--- config.mk ---
export PLATFORM = sky130hd
export DESIGN_NAME = tlul_outstanding_limiter
export DESIGN_NICKNAME = d
export VERILOG_FILES = /design/src/rtl/tlul_outstanding_limiter_pkg.sv /design/src/rtl/tlul_outstanding_limiter_fifo.sv /design/src/rtl/tlul_outstanding_limiter.sv
export SDC_FILE = /design/constraint.sdc
export NUM_CORES = 1
export LEC_CHECK = 0
export ABC_AREA = 1
export CELL_PAD_IN_SITES_DETAIL_PLACEMENT = 1
export CELL_PAD_IN_SITES_GLOBAL_PLACEMENT = 1
export CORE_ASPECT_RATIO = 2
export CORE_MARGIN = 5
export CORE_UTILIZATION = 23
export DETAILED_ROUTE_END_ITERATION = 8
export PLACE_DENSITY = 0.89
export SLEW_MARGIN = 10
export SYNTH_ARGS = -nofsm -noshare
export SYNTH_HDL_FRONTEND = slang
export SYNTH_HIERARCHICAL = 1
export SYNTH_SLANG_ARGS = --single-unit
--- constraint.sdc ---
create_clock -name clk_i -period 5 [get_ports clk_i]
set_clock_uncertainty 0.1 [all_clocks]
set_input_delay 0.75 -clock clk_i [delete_from_list [all_inputs] [get_ports clk_i]]
set_output_delay 0.75 -clock clk_i [all_outputs]
set_load 0.02 [all_outputs]
--- src/rtl/tlul_outstanding_limiter_pkg.sv ---
// TL-UL channel types and helpers shared by the outstanding-request limiter, its
// source-ID FIFO and the bus interface.
package tlul_outstanding_limiter_pkg;

    localparam int TL_AW  = 32;
    localparam int TL_DW  = 32;
    localparam int TL_DBW = TL_DW / 8;
    localparam int TL_SZW = 2;
    localparam int TL_AIW = 8;
    localparam int TL_DIW = 1;

    typedef enum logic [2:0] {
        PutFullData    = 3'h0,
        PutPartialData = 3'h1,
        Get            = 3'h4
    } tl_a_op_e;

    typedef enum logic [2:0] {
        AccessAck     = 3'h0,
        AccessAckData = 3'h1
    } tl_d_op_e;

    typedef struct packed {
        logic                a_valid;
        tl_a_op_e            a_opcode;
        logic [2:0]          a_param;
        logic [TL_SZW-1:0]   a_size;
        logic [TL_AIW-1:0]   a_source;
        logic [TL_AW-1:0]    a_address;
        logic [TL_DBW-1:0]   a_mask;
        logic [TL_DW-1:0]    a_data;
        logic                d_ready;
    } tl_h2d_t;

    typedef struct packed {
        logic                d_valid;
        tl_d_op_e            d_opcode;
        logic [2:0]          d_param;
        logic [TL_SZW-1:0]   d_size;
        logic [TL_AIW-1:0]   d_source;
        logic [TL_DIW-1:0]   d_sink;
        logic [TL_DW-1:0]    d_data;
        logic                d_error;
        logic                a_ready;
    } tl_d2h_t;

    // Width needed to hold a count in the range 0..max inclusive.
    function automatic int cnt_width(int max);
        return (max < 1) ? 1 : $clog2(max + 1);
    endfunction

endpackage

--- src/rtl/tlul_outstanding_limiter_fifo.sv ---
// Synchronous FIFO with show-ahead read; Pass=1 lets a write bypass an empty FIFO.
module prim_fifo_sync #(
    parameter  int Width  = 8,
    parameter  int Depth  = 4,
    parameter  bit Pass   = 1'b0,
    localparam int DepthW = $clog2(Depth + 1)
) (
    input  logic              clk_i,
    input  logic              rst_ni,
    input  logic              wvalid_i,
    output logic              wready_o,
    input  logic [Width-1:0]  wdata_i,
    output logic              rvalid_o,
    input  logic              rready_i,
    output logic [Width-1:0]  rdata_o,
    output logic [DepthW-1:0] depth_o
);
    localparam int               PtrW    = (Depth > 1) ? $clog2(Depth) : 1;
    localparam logic [PtrW-1:0]  LastPtr = PtrW'(Depth - 1);

    logic [Width-1:0]  mem [Depth];
    logic [PtrW-1:0]   wptr_reg, wptr_next, rptr_reg, rptr_next;
    logic [DepthW-1:0] depth_reg, depth_next;
    logic              empty, full, bypass, push, pop;

    function automatic logic [PtrW-1:0] ptr_inc(logic [PtrW-1:0] p);
        return (p == LastPtr) ? '0 : p + 1'b1;
    endfunction

    assign empty    = (depth_reg == '0);
    assign full     = (depth_reg == DepthW'(Depth));
    assign bypass   = Pass & empty & wvalid_i;
    assign wready_o = ~full;
    assign rvalid_o = ~empty | bypass;
    assign rdata_o  = bypass ? wdata_i : mem[rptr_reg];
    assign depth_o  = depth_reg;

    // A bypassed word that is consumed immediately never touches storage.
    assign push = wvalid_i & ~full & ~(bypass & rready_i);
    assign pop  = rvalid_o & rready_i & ~bypass;

    always_comb begin
        wptr_next  = push ? ptr_inc(wptr_reg) : wptr_reg;
        rptr_next  = pop  ? ptr_inc(rptr_reg) : rptr_reg;
        depth_next = depth_reg;
        case ({push, pop})
            2'b10:   depth_next = depth_reg + 1'b1;
            2'b01:   depth_next = depth_reg - 1'b1;
            default: depth_next = depth_reg;
        endcase
    end

    always_ff @(posedge clk_i or negedge rst_ni) begin
        if (!rst_ni) begin
            wptr_reg  <= '0;
            rptr_reg  <= '0;
            depth_reg <= '0;
        end else begin
            wptr_reg  <= wptr_next;
            rptr_reg  <= rptr_next;
            depth_reg <= depth_next;
        end
    end

    always_ff @(posedge clk_i) begin
        if (push) begin
            mem[wptr_reg] <= wdata_i;
        end
    end

endmodule

--- src/rtl/tlul_outstanding_limiter.sv ---
// Caps in-flight TL-UL requests ahead of the async crossing, checks response IDs in
// order against the requests issued, and offers a drain/idle quiesce handshake.
module tlul_outstanding_limiter
    import tlul_outstanding_limiter_pkg::*;
#(
    parameter  int MaxOutstanding = 4,
    parameter  bit CheckSource    = 1'b1,
    localparam int CntW           = cnt_width(MaxOutstanding)
) (
    input  logic            clk_i,
    input  logic            rst_ni,
    input  tl_h2d_t         tl_h_i,
    output tl_d2h_t         tl_h_o,
    output tl_h2d_t         tl_d_o,
    input  tl_d2h_t         tl_d_i,
    input  logic            drain_i,
    output logic            idle_o,
    output logic [CntW-1:0] outstanding_o,
    output logic            err_o,
    input  logic            err_clr_i
);
    localparam logic [CntW-1:0] CntMax = CntW'(MaxOutstanding);

    logic [CntW-1:0]   cnt_reg, cnt_next;
    logic              a_pend_reg, a_pend_next;
    logic              err_reg, err_next;
    logic              block, a_acc, d_acc, d_exp, d_unexp, id_bad;
    logic              fifo_wready, fifo_rvalid;
    logic [TL_AIW-1:0] head_id;
    logic [CntW-1:0]   fifo_depth;

    // An offered beat keeps drain from blocking, so valid is never retracted.
    assign block = (cnt_reg == CntMax) | (drain_i & ~a_pend_reg);

    always_comb begin
        tl_d_o         = tl_h_i;
        tl_d_o.a_valid = tl_h_i.a_valid & ~block;
        tl_h_o         = tl_d_i;
        tl_h_o.a_ready = tl_d_i.a_ready & ~block;
    end

    assign a_acc   = tl_d_o.a_valid & tl_d_i.a_ready;
    assign d_acc   = tl_d_i.d_valid & tl_h_i.d_ready;
    assign d_exp   = d_acc & (cnt_reg != '0);
    assign d_unexp = d_acc & (cnt_reg == '0);
    assign id_bad  = CheckSource & (~fifo_rvalid | (tl_d_i.d_source != head_id));

    always_comb begin
        cnt_next = cnt_reg;
        case ({a_acc, d_exp})
            2'b10:   cnt_next = cnt_reg + 1'b1;
            2'b01:   cnt_next = cnt_reg - 1'b1;
            default: cnt_next = cnt_reg;
        endcase
        a_pend_next = tl_d_o.a_valid & ~tl_d_i.a_ready;
        err_next    = err_reg;
        if (d_unexp | (d_exp & id_bad)) begin
            err_next = 1'b1;
        end else if (err_clr_i) begin
            err_next = 1'b0;
        end
    end

    always_ff @(posedge clk_i or negedge rst_ni) begin
        if (!rst_ni) begin
            cnt_reg    <= '0;
            a_pend_reg <= 1'b0;
            err_reg    <= 1'b0;
        end else begin
            cnt_reg    <= cnt_next;
            a_pend_reg <= a_pend_next;
            err_reg    <= err_next;
        end
    end

    prim_fifo_sync #(
        .Width (TL_AIW),
        .Depth (MaxOutstanding),
        .Pass  (1'b0)
    ) u_id_fifo (
        .clk_i    (clk_i),
        .rst_ni   (rst_ni),
        .wvalid_i (a_acc),
        .wready_o (fifo_wready),
        .wdata_i  (tl_h_i.a_source),
        .rvalid_o (fifo_rvalid),
        .rready_i (d_exp),
        .rdata_o  (head_id),
        .depth_o  (fifo_depth)
    );

    assign idle_o        = (cnt_reg == '0) & ~a_pend_reg;
    assign outstanding_o = cnt_reg;
    assign err_o         = err_reg;

    a_cnt_bound: assert property (@(posedge clk_i) disable iff (!rst_ni) cnt_reg <= CntMax);
    a_fifo_track: assert property (@(posedge clk_i) disable iff (!rst_ni) fifo_depth == cnt_reg);
    a_push_room: assert property (@(posedge clk_i) disable iff (!rst_ni) a_acc |-> fifo_wready);
    a_valid_hold: assert property (@(posedge clk_i) disable iff (!rst_ni) a_pend_reg |-> tl_h_i.a_valid);

endmodule

# Word level (Yosys, flattened, before mapping)
# Memory sizes are Yosys's and may differ from the RTL's.
# Index checks and enable logic that the tools add are counted.
[totals]
reg_bits = 12
ramBits = 32
inputBits = 142
out_inout_bits = 143
elab_cells = 56
mem_count = 1
[op_classes]
addsub = 6
eq_ne = 9
muxes = 8
bitwise_logic = 20
reduce_logical = 6
[memory_table]
columns = ["memory", "words", "word_bits", "read_ports", "rd_ports_with_merged_regs", "write_ports", "line_no", "rtl"]
rows = [
  ["u_id_fifo.mem", 4, 8, 1, 0, 1, "tlul_outstanding_limiter_fifo.sv:21", "logic [Width-1:0] mem [Depth];"],
]
[ops]
columns = ["op", "n"]
rows = [
  ["$and 1x1->1", 12],
  ["$pmux 3 s2", 2],
  ["$eq 2x2->1 const B", 4],
  ["$ne 8x8->1", 1],
  ["$add 3x1->3 const B", 2],
  ["$eq 3x3->1 const B", 2],
  ["$logic_not 3->1", 2],
  ["$reduce_bool 2->1", 3],
  ["$sub 3x1->3 const B", 2],
  ["$not 1->1", 5],
  ["$add 2x1->2 const B", 2],
  ["$eq 2x1->1 const B", 2],
  ["$mux 1", 4],
  ["$mux 2", 2],
  ["$or 1x1->1", 3],
  ["$reduce_bool 3->1", 1],
]

# Logic depth before layout (Yosys ltp)
[logic_depth]
ltp_word = 9
ltp_mapped = 15
depth_no_buf = 15

# Modules after synthesis
# Netlist, hierarchy kept.
[by_module_without_submodules]
columns = ["module", "n_inst", "cells_per_inst", "area_per_inst_um2", "seq_area_each_um2"]
rows = [
  ["prim_fifo_sync", 1, 152, 1771.7, 1136.1],
  ["tlul_outstanding_limiter", 1, 214, 1493.9, 125.1],
]

# Worst setup path before layout
# Ideal clock, no wire load.
[synth_timing]
path_type = "input port to flip-flop"
from = "input drain_i"
to = "register cnt_reg[2], in the netlist outstanding_o[2]"
setup_time_ns = 0.132
arrival_ns = 2.099
t_required_ns = 4.768
path_slack_ns = 2.668
cell_stages = 12
n_path_buf = 0
path_cell_list = "inv_1 o21ai_2 nor2_4 inv_2 nor2_4 inv_2 ha_1 inv_1 fa_1 a21oi_1 o21ai_0 xnor2_1"
[synth_rtl]
columns = ["element", "line_no", "rtl"]
rows = [
  ["start, declared", "tlul_outstanding_limiter.sv:16", "input logic drain_i,"],
  ["end signal, assigned", "tlul_outstanding_limiter.sv:70", "cnt_reg <= cnt_next;"],
  ["end, declared", "tlul_outstanding_limiter.sv:24", "logic [CntW-1:0] cnt_reg, cnt_next;"],
]

==> flow_summary.rst <==
.. list-table::
   :header-rows: 1

   * - Metric
     - Value
   * - Kind of end point of the critical path
     - output pin
   * - Leading post-synthesis cells by cell area
     - sky130_fd_sc_hd__buf_4, sky130_fd_sc_hd__edfxtp_1, sky130_fd_sc_hd__dfrtp_1, sky130_fd_sc_hd__nand2_1, sky130_fd_sc_hd__inv_1
   * - Main combinational cell family by area after synthesis
     - buffers and inverters
   * - Final Hold Slack
     - 0.387 ns
   * - Clock latency of the later-clocked register in the worst-skew pair
     - 0.29 ns
   * - Synthesized netlist net count
     - 517
   * - Area share of the largest cell type after synthesis
     - 0.313
   * - Met2 usage in global routing
     - 0.141
   * - Arrival @ worst endpoint
     - 2.07 ns
   * - TritonCTS clock tree
     - done
   * - Clock Root Buffer
     - sky130_fd_sc_hd__clkbuf_16
   * - Number of flip-flops in the largest register
     - 32
   * - Most Used Layer, Global Route
     - met2
   * - CTS Buf Count
     - 5
   * - GRT met1 Usage
     - 0.0627
   * - WS Path Type
     - input port to output pin
   * - Total via count in the routed design
     - 1805
   * - Kind of launch point of the worst setup path
     - input port
   * - Remaining global-route overflow
     - 0
   * - Post-route DRC violation count
     - 0
   * - Final period demand of the worst path
     - 2.92 ns
   * - Final Setup Violations
     - 0
   * - Number of buffer and inverter instances along the worst setup path
     - 3
   * - Leading cell types in the layout, fill and taps excluded
     - sky130_fd_sc_hd__nand2_1, sky130_fd_sc_hd__clkdlybuf4s50_1, sky130_fd_sc_hd__inv_1
   * - Die extent in x
     - 94.3 µm
   * - Fraction of synthesized area in multiplexers
     - 0
   * - Area share of and/or/nand/nor cells after synthesis
     - 0.130
   * - Last weighted congestion value of the routability-driven placer
     - 0.727
   * - Library cell with the largest summed area after synthesis
     - sky130_fd_sc_hd__buf_4
   * - YS warnings
     - 6
   * - Number of placed instances, taps included
     - 462
   * - VDD IR-drop max
     - 132 µV
   * - Total of fill cells in the finished design
     - 1590
   * - Largest net degree at the start of global routing
     - 36
   * - Final hold violation count
     - 0
   * - Parity-gate share of the synthesized area counting xor and xnor cells
     - 0.00805
   * - Avg WL per Cell
     - 13.0 µm
   * - Fraction of final layout cells with drive strength greater than 1
     - 0.0747
   * - Clock tree sinks
     - 44
   * - Post-CTS Setup Repair Bufs
     - 0
   * - Effective utilization at floorplan
     - 0.234
   * - Detailed placer's ending HPWL
     - 5110 µm
   * - Via count of the first global-routing pass
     - 2004
   * - PwrDens
     - 450 nW/µm²
   * - Data required time of the worst path
     - 4.15 ns
   * - Distinct cell type count after synthesis
     - 25
   * - Fraction of the mapped netlist area in adder cells
     - 0.0391
   * - Final Routed Wirelength
     - 6130 µm
   * - Core Box Area
     - 14000 µm²
   * - Max Transition Viols Final
     - 0
   * - I/O pins
     - 285
   * - Initial antenna violation count
     - 0
   * - Synthesis-to-finish area growth
     - -6.44%
   * - Number of detailed-routing iterations run before antenna repair
     - 3
   * - Commonest non-fill, non-tap cell in the layout
     - sky130_fd_sc_hd__nand2_1
   * - Area fraction in compound gates after synthesis
     - 0.0479
   * - Synthesized instance count
     - 366
   * - Final net count
     - 431
   * - Transition time of the tightest slew-check pin
     - 1.01 ns
   * - Netlist area before placement
     - 3270 µm²
   * - Result of the run
     - finished, final reports clean
   * - Total global routing track utilization
     - 0.0761
   * - Top fanout value on the critical path
     - 2
   * - Flip-flop and latch count after synthesis
     - 44
   * - RSZ-0062 raised after global routing
     - no
   * - Via density
     - 3.84
   * - Max-cap viol count
     - 0
   * - Diode insertion count for antenna repair
     - 0
   * - Antenna-violating nets left
     - 0
   * - Number of standard-cell rows in the floorplan
     - 61
   * - Total of cells resized after clock tree synthesis
     - 0
   * - First DRT Iteration DRCs
     - 54
   * - DIE AREA
     - 16800 µm²
   * - Relative slew margins
     - 0.326
   * - Synthesized area per cell
     - 8.92 µm²
   * - Die Span Y
     - 179 µm
   * - H-Tree Level Count
     - 2
   * - Tcrit/Tclk final
     - 0.585
   * - Critical path's largest stage delay
     - 0.55 ns
   * - Share of synthesized area occupied by flip-flops and latches
     - 0.386
   * - Register with the most flip-flops
     - u_id_fifo/mem
   * - Critical Path Slowest Stage Cell
     - sky130_fd_sc_hd__clkdlybuf4s50_1
   * - Min-Delay Path Class
     - flop to flop
   * - Family with the most delay on the worst path
     - buffers and inverters
   * - Setup total negative slack
     - 0 ns
   * - CTS Buffer Depth
     - 2
   * - Number of hold buffers added after CTS
     - 0
   * - Leakage component of the power
     - 1.27 nW
   * - Number of standard cells in the final layout excluding fillers
     - 470
   * - Global Route met3 Usage
     - 0.0118
   * - Input/output buffers
     - 48
   * - Clock input transition at the sequential cells of the worst setup and hold paths
     - 0.06 ns
   * - Register-to-register setup slack
     - 2.75 ns
   * - Max Clock Freq
     - 342 MHz
   * - First-pass GRT wire length
     - 9850 µm
   * - CP cell instances
     - clkdlybuf4s50_1 > inv_1 > o21ai_2 > nor2_1 > clkdlybuf4s50_1
   * - Final design utilization
     - 0.219
   * - Cell seen most often among critical-path stages
     - sky130_fd_sc_hd__clkdlybuf4s50_1
==> power breakdown <==
part	internal [mW]	leakage (nW)	switching (mW)
registers	0.450	0.437	0.0965
logic	0.210	0.764	0.294
clock network	0.188	0.0708	0.135
total	0.848	1.27	0.526
==> logic make-up after synthesis <==
logic type	after synthesis
simple gates	96
flops	44
compound gates	22
buf+inv	192
xor+xnor	3
fa+ha+maj	9
==> final timing paths <==
kind | cells after the start | endpoint | from
max in group asynchronous | 1 | u_id_fifo/depth_o[1] | rst_ni
setup reg to reg | 8 | u_id_fifo/mem[3][5] | outstanding_o[0]
min in group asynchronous | 1 | outstanding_o[2] | rst_ni
setup / recovery | 5 | tl_h_o[0] | drain_i
hold / removal | 2 | u_id_fifo/depth_o[1] | u_id_fifo/depth_o[1]
hold reg to reg | 2 | u_id_fifo/depth_o[1] | u_id_fifo/depth_o[1]
==> layer usage <==
layer / up-vias / wire (µm)
li1: 831 / -
met4: 0 / 485
met5: - / 0
met1: 849 / 1880
met2: 64 / 3430
met3: 61 / 338
==> metrics by stage <==
stage                     power (mW)  setup WS [ns]  cell area, µm²
after floorplan                 1.06           2.67            3270
after global placement          1.02           2.10            2910
after detailed placement        1.07           2.04            2910
after CTS                       1.40           2.06            3060
after global routing            1.48           2.00            3060
final                           1.37           2.08            3060
==> synth_stat cells <==
library cell               count
sky130_fd_sc_hd__fa_1          2
sky130_fd_sc_hd__nand2_2       1
sky130_fd_sc_hd__o21ai_0       3
sky130_fd_sc_hd__ha_1          7
sky130_fd_sc_hd__nand3_4       1
sky130_fd_sc_hd__a21oi_1       1
sky130_fd_sc_hd__buf_4       136
sky130_fd_sc_hd__o21ai_2       1
sky130_fd_sc_hd__edfxtp_1     32
sky130_fd_sc_hd__nor3_1        1
sky130_fd_sc_hd__nand3_1       6
sky130_fd_sc_hd__nor2_4        2
sky130_fd_sc_hd__nand2_4       1
sky130_fd_sc_hd__nand3_2       2
sky130_fd_sc_hd__dfrtp_1      12
sky130_fd_sc_hd__nand2_1      59
sky130_fd_sc_hd__inv_1        46
sky130_fd_sc_hd__nand4_1       1
sky130_fd_sc_hd__buf_6         5
sky130_fd_sc_hd__o211ai_1     16
sky130_fd_sc_hd__nor2_1       21
sky130_fd_sc_hd__inv_2         5
sky130_fd_sc_hd__nor4_1        1
sky130_fd_sc_hd__o21bai_1      1
sky130_fd_sc_hd__xnor2_1       3
==> cell type report <==
type	count	area, µm²	area share
sequential	44	1260	0.413
multi-input combinational	130	736	0.241
timing repair buffer	48	480	0.157
tap	189	236	0.0774
inverter	51	191	0.0627
clock buffer	5	125	0.0410
clock inverter	3	25.0	0.00819
==> tightest hold or removal path, delay by kind of cell (launching register included) <==
| family | cells | cell delay [ns] |
|---|---|---|
| AND/OR/NAND/NOR | 1 | 0.05 |
| flip-flops | 1 | 0.35 |
| AO/OA/AOI/OAI | 1 | 0.06 |
Note: power is estimated with default switching activity, not from simulation.
